### src/rtl/pipe_stall_ctrl.sv
// Central stall sequencer for the 6-stage pipeline PC(0) IF(1) ID(2) EX(3) DF(4) WB(5).
// Merges per-stage stall requests into a single STALL vector. Runs the DF data SRAM
// wait-state FSM. Arbitrates the base RAM, which instruction fetch and DF data access share.
// The pipeline register between stage i and i+1 is controlled by {STALL[i+1], STALL[i]}.
module pipe_stall_ctrl #(
  parameter int unsigned WAIT_CYCLES = 2,  // DF stall cycles per data access, 1..15
  parameter int unsigned CNT_W       = 4   // 2**CNT_W must exceed WAIT_CYCLES
) (
  input  logic       CLK,
  input  logic       RST,
  input  logic       IF_STALL_REQ,
  input  logic       ID_STALL_REQ,
  input  logic       EX_STALL_REQ,
  input  logic       DF_MEM_REQ,
  input  logic       DF_MEM_BASE,
  output logic [5:0] STALL,
  output logic       BASE_RAM_GRANT,
  output logic       DF_MEM_DONE
);

  // Each requester holds its own stage and everything upstream of it.
  localparam logic [5:0] MaskIf = 6'b000011;
  localparam logic [5:0] MaskId = 6'b000111;
  localparam logic [5:0] MaskEx = 6'b001111;
  localparam logic [5:0] MaskDf = 6'b011111;

  localparam logic [CNT_W-1:0] CntLoad = CNT_W'(WAIT_CYCLES - 1);
  localparam logic [CNT_W-1:0] CntOne  = CNT_W'(1);

  typedef enum logic [1:0] {
    StIdle,
    StAccess,
    StDone
  } state_e;

  state_e           state_q, state_d;
  logic [CNT_W-1:0] cnt_q, cnt_d;
  logic             base_q, base_d;

  logic             df_active;
  logic             grant_raw;
  logic [5:0]       stall_mask;

  // Next-state logic for the DF wait-state sequencer.
  always_comb begin
    state_d   = state_q;
    cnt_d     = cnt_q;
    base_d    = base_q;
    df_active = 1'b0;
    case (state_q)
      StIdle: begin
        if (DF_MEM_REQ) begin
          // First stall cycle of the access; latch which RAM the op targets.
          df_active = 1'b1;
          base_d    = DF_MEM_BASE;
          if (WAIT_CYCLES == 1) begin
            state_d = StDone;
          end else begin
            state_d = StAccess;
            cnt_d   = CntLoad;
          end
        end
      end
      StAccess: begin
        // Request inputs are ignored here; the op is held in DF by the stall.
        df_active = 1'b1;
        cnt_d     = cnt_q - CntOne;
        if (cnt_q == CntOne) begin
          state_d = StDone;
        end
      end
      StDone: begin
        // Pipeline advances at this edge; the still-high request is the same op,
        // so never re-trigger from here.
        state_d = StIdle;
      end
      default: begin
        state_d = StIdle;
      end
    endcase
  end

  // Sequencer state registers with synchronous reset.
  always_ff @(posedge CLK) begin
    if (RST) begin
      state_q <= StIdle;
      cnt_q   <= '0;
      base_q  <= 1'b0;
    end else begin
      state_q <= state_d;
      cnt_q   <= cnt_d;
      base_q  <= base_d;
    end
  end

  // Base RAM ownership: DF owns it from the first stall cycle through DONE.
  always_comb begin
    grant_raw = 1'b0;
    case (state_q)
      StIdle:   grant_raw = DF_MEM_REQ & DF_MEM_BASE;
      StAccess: grant_raw = base_q;
      StDone:   grant_raw = base_q;
      default:  grant_raw = 1'b0;
    endcase
  end

  // Merge the stall masks; a denied fetch (grant = 1) holds PC and IF, which also
  // covers the DONE cycle where the IF/ID register takes a bubble.
  always_comb begin
    stall_mask = 6'b000000;
    if (IF_STALL_REQ) stall_mask = stall_mask | MaskIf;
    if (ID_STALL_REQ) stall_mask = stall_mask | MaskId;
    if (EX_STALL_REQ) stall_mask = stall_mask | MaskEx;
    if (df_active)    stall_mask = stall_mask | MaskDf;
    if (grant_raw)    stall_mask = stall_mask | MaskIf;
  end

  // Outputs are forced quiet while reset is asserted, even mid-access.
  always_comb begin
    STALL          = RST ? 6'b000000 : stall_mask;
    BASE_RAM_GRANT = ~RST & grant_raw;
    DF_MEM_DONE    = ~RST & (state_q == StDone);
  end

  // WB never stalls.
  a_wb_never_stalls : assert property (@(posedge CLK) STALL[5] == 1'b0);

  // DONE is a single-cycle pulse.
  a_done_pulse : assert property (@(posedge CLK) disable iff (RST)
    DF_MEM_DONE |=> !DF_MEM_DONE);

  // Whenever DF owns the base RAM, fetch must be held.
  a_grant_holds_if : assert property (@(posedge CLK) disable iff (RST)
    BASE_RAM_GRANT |-> (STALL[1:0] == 2'b11));

  // DONE never coincides with the DF stall mask.
  a_done_not_stalled : assert property (@(posedge CLK) disable iff (RST)
    DF_MEM_DONE |-> !STALL[4]);

endmodule

### config.mk
export PLATFORM = sky130hd
export DESIGN_NAME = pipe_stall_ctrl
export DESIGN_NICKNAME = d
export VERILOG_FILES = /design/src/rtl/pipe_stall_ctrl.sv
export SDC_FILE = /design/constraint.sdc
export NUM_CORES = 1
export LEC_CHECK = 0
export ABC_AREA = 1
export BUFFER_PORTS_ARGS = -buffer_cell sky130_fd_sc_hd__buf_2
export CORE_AREA = 2 2 39 41
export DETAILED_ROUTE_END_ITERATION = 8
export DIE_AREA = 0 0 41 43
export PLACE_DENSITY = 0.67
export SLEW_MARGIN = 30
export SYNTH_ARGS = -nofsm -noshare
export SYNTH_HDL_FRONTEND = slang
export SYNTH_SLANG_ARGS = --single-unit
### constraint.sdc
create_clock -name CLK -period 2.9 [get_ports CLK]
set_input_delay 0.145 -clock CLK [delete_from_list [all_inputs] [get_ports CLK]]
set_output_delay 0.145 -clock CLK [all_outputs]
set_load 0.005 [all_outputs]
==> results_dict.tcl <==
set metrics [dict create \
    r2r_start "state_q[0]" \
    synthMuxAreaShare 0 \
    power_leakage_nw 0.3420 \
    maxCapViolCount 0 \
    antenna_found_initial 0 \
    rr_endpoint "cnt_q[3]" \
    synthSimpleGateAreaFrac 0.2517 \
    synth_seq_area_share 0.2611 \
    cts.sinks 7 \
    tritoncts "built" \
    start_kind "flip-flop" \
    holdPathEnd "state_q[1]" \
    drt_pass1_iterations 4 \
    vias 519 \
    synth.distinct_cells 15 \
    drc 0 \
    cts_root_buffer "clkbuf_4" \
    die_w_um 41 \
    fin_total_pwr_w 0.0003070 \
    grt_first_pass_wirelength_um 1752 \
    clock_skew_ns 0.0005879 \
    routabilityCongestion 0.6854 \
    path_delay_family "simple AND/OR/NAND/NOR gates" \
    ff2ff_setup_slack_ns 1.46 \
    synthToLayoutAreaGrowth_pct 17.25 \
    critPathMaxStageDelay_ns 0.39 \
    synth_xor_area_frac 0 \
    drive_gt1_frac 0.1735 \
    synth_area_sq_um 536.8 \
    synth.net_count 98 \
    cts_buffers 3 \
    die_h_um 43 \
    htree_levels 1 \
    cp.arrival_ns 1.73 \
    clkLatencyLatePin_ns 0.25 \
    outcome "finished, final reports clean" \
    grt_remaining_overflow 0 \
    path_buf_inv 2 \
    cp.required_ns 2.76 \
    path_cells "inv_1 > ha_1 > nand2_1 > nor2_1 > o21bai_1 > nand2_1 > nand2_1 > nand2_1 > buf_2" \
    grt_pass1_vias 478 \
    io_buffers 13 \
    routedWlPerCell_um 8.500 \
    synth-seq-cells 7 \
    crit_type "reg -> out" \
    initialDrtViolationCount 6 \
    synth_fa_ha_area_frac 0.1632 \
    rows 14 \
    fmax_mhz 532.1 \
    finalSetupViolations 0 \
    num_antenna_cells 0 \
    cp_max_fo 5 \
    grt_max_degree 12 \
    ys_warn_count 0 \
    core_sq_um 1384 \
    cts.clk_slew.worst_paths_ns 0.05 \
    start_util 0.3879 \
    hold_path_class "in -> reg" \
    p_per_area_nw_per_um2 487.9 \
    synth-compound-area-share 0.1562 \
    yosys.area.top_type "dfxtp_1" \
    syn_inst 84 \
    viasPerCell 4.553 \
    hold_path_depth 2 \
    period_share 0.6481 \
    final_nets 113 \
    cts_resized 0 \
    hp-start "RST" \
    post-place-ws_ns 1.278 \
    final_antenna_net_count 0 \
    min_period_ns 1.879 \
    n_fill_cell 146 \
    setup_tns_ns 0 \
    grt_util_all_layers 0.1423 \
    synth_top_area_frac 0.2611 \
    slew_viol_final 0 \
    avgSynthCellArea_sq_um 6.390 \
    fin_ws_ns 1.021 \
    ioPinCount 15 \
    dpl.hpwl_um 821.9 \
    peakVddDrop_mv 0.2631 \
    worst_r2r_path_depth 7 \
    cp-end-kind "output port" \
    cpMaxStageDelayCell "dfxtp_1" \
    synth_top_family_by_area "simple AND/OR/NAND/NOR gates" \
    timing.final.hold_violations 0 \
    yosys-top-cells-area "dfxtp_1, ha_1, nand2_1" \
    cpMostUsedCell "nand2_1" \
    postCtsSetupBuffers 0 \
    clk_path_buf_depth 2 \
    hold_buffers 0 \
    die-area_sq_um 1763 \
    rsz0062_at_grt "no" \
    routed_wl_um 969 \
]
layout make-up:
cell class,count,area [sq um],share of cell area
repair buffers,13,65.06,0.1034
clock buffers,4,26.28,0.04175
inverters,18,67.56,0.1074
flip-flops and latches,7,140.1,0.2227
well taps,16,20.02,0.03181
multi-input cells,56,310.3,0.4930
power by group:
part           internal, W  switching (W)  leakage [nW]
Sequential        0.000108      0.0000103        0.0575
Combinational    0.0000413      0.0000613         0.270
Clock            0.0000524      0.0000341        0.0150
metrics by stage:
| stage | util | cells | cell area, sq um | hold slack [ns] |
|---|---|---|---|---|
| after detailed placement | 0.4358 | 110 | 603.1 | 0.4590 |
| final | 0.4548 | 114 | 629.4 | 0.2081 |
| after floorplan | - | 84 | 536.8 | 0.3042 |
| after global placement | 0.4358 | 110 | 603.1 | 0.4596 |
| after global routing | 0.4548 | 114 | 629.4 | 0.2188 |
| after CTS | 0.4548 | 114 | 629.4 | 0.2004 |
sequential cells by signal, summed over array words and instances (netlist names):
signal / flops
state_q: 2
cnt_q: 4
base_q: 1
worst max-delay path by stage:
stage          startpoint  endpoint  slack [ns]  depth (start not counted)
3_3_place_gp   state_q[0]  STALL[1]        1.33                          9
2_1_floorplan  state_q[0]  STALL[1]        1.37                          9
4_1_cts        state_q[0]  STALL[0]        1.01                          9
5_1_grt        state_q[1]  STALL[0]        0.81                          9
3_5_place_dp   state_q[0]  STALL[0]        1.28                          9
6_report       state_q[0]  STALL[0]        1.02                          9
cell usage in the layout (no fill, tap or decap), drive strengths merged:
cell	synthesis	final
buf	2	13
inv	18	18
nor3	1	1
nand3	3	3
nand2	21	21
conb	1	1
ha	7	7
or2	1	1
o21bai	1	1
a21oi	10	10
o21ai	3	3
clkbuf	1	4
dfxtp	7	7
nor2	8	8
cell families after synthesis:
family	after synthesis
simple gates	34
buf+inv	21
compound gates	14
fa+ha+maj	7
flops	7
other cells	1
metal layers:
metal / part of all wire / GRT usage / vias up
met5: 0 / 0 / -
met4: 0.0041 / 0.08000 / 0
met3: 0.027 / 0.01571 / 2
met2: 0.54 / 0.2406 / 6
met1: 0.43 / 0.1601 / 229
li1: - / - / 282
cells in the mapped netlist:
master	number
nand2_1	21
inv_1	18
a21oi_1	10
nor2_1	8
dfxtp_1	7
ha_1	7
nand3_1	3
buf_4	2
o21ai_0	2
clkbuf_1	1
conb_1	1
nor3_1	1
o21ai_4	1
o21bai_1	1
or2_1	1
Note: power is estimated with default switching activity, not from simulation.
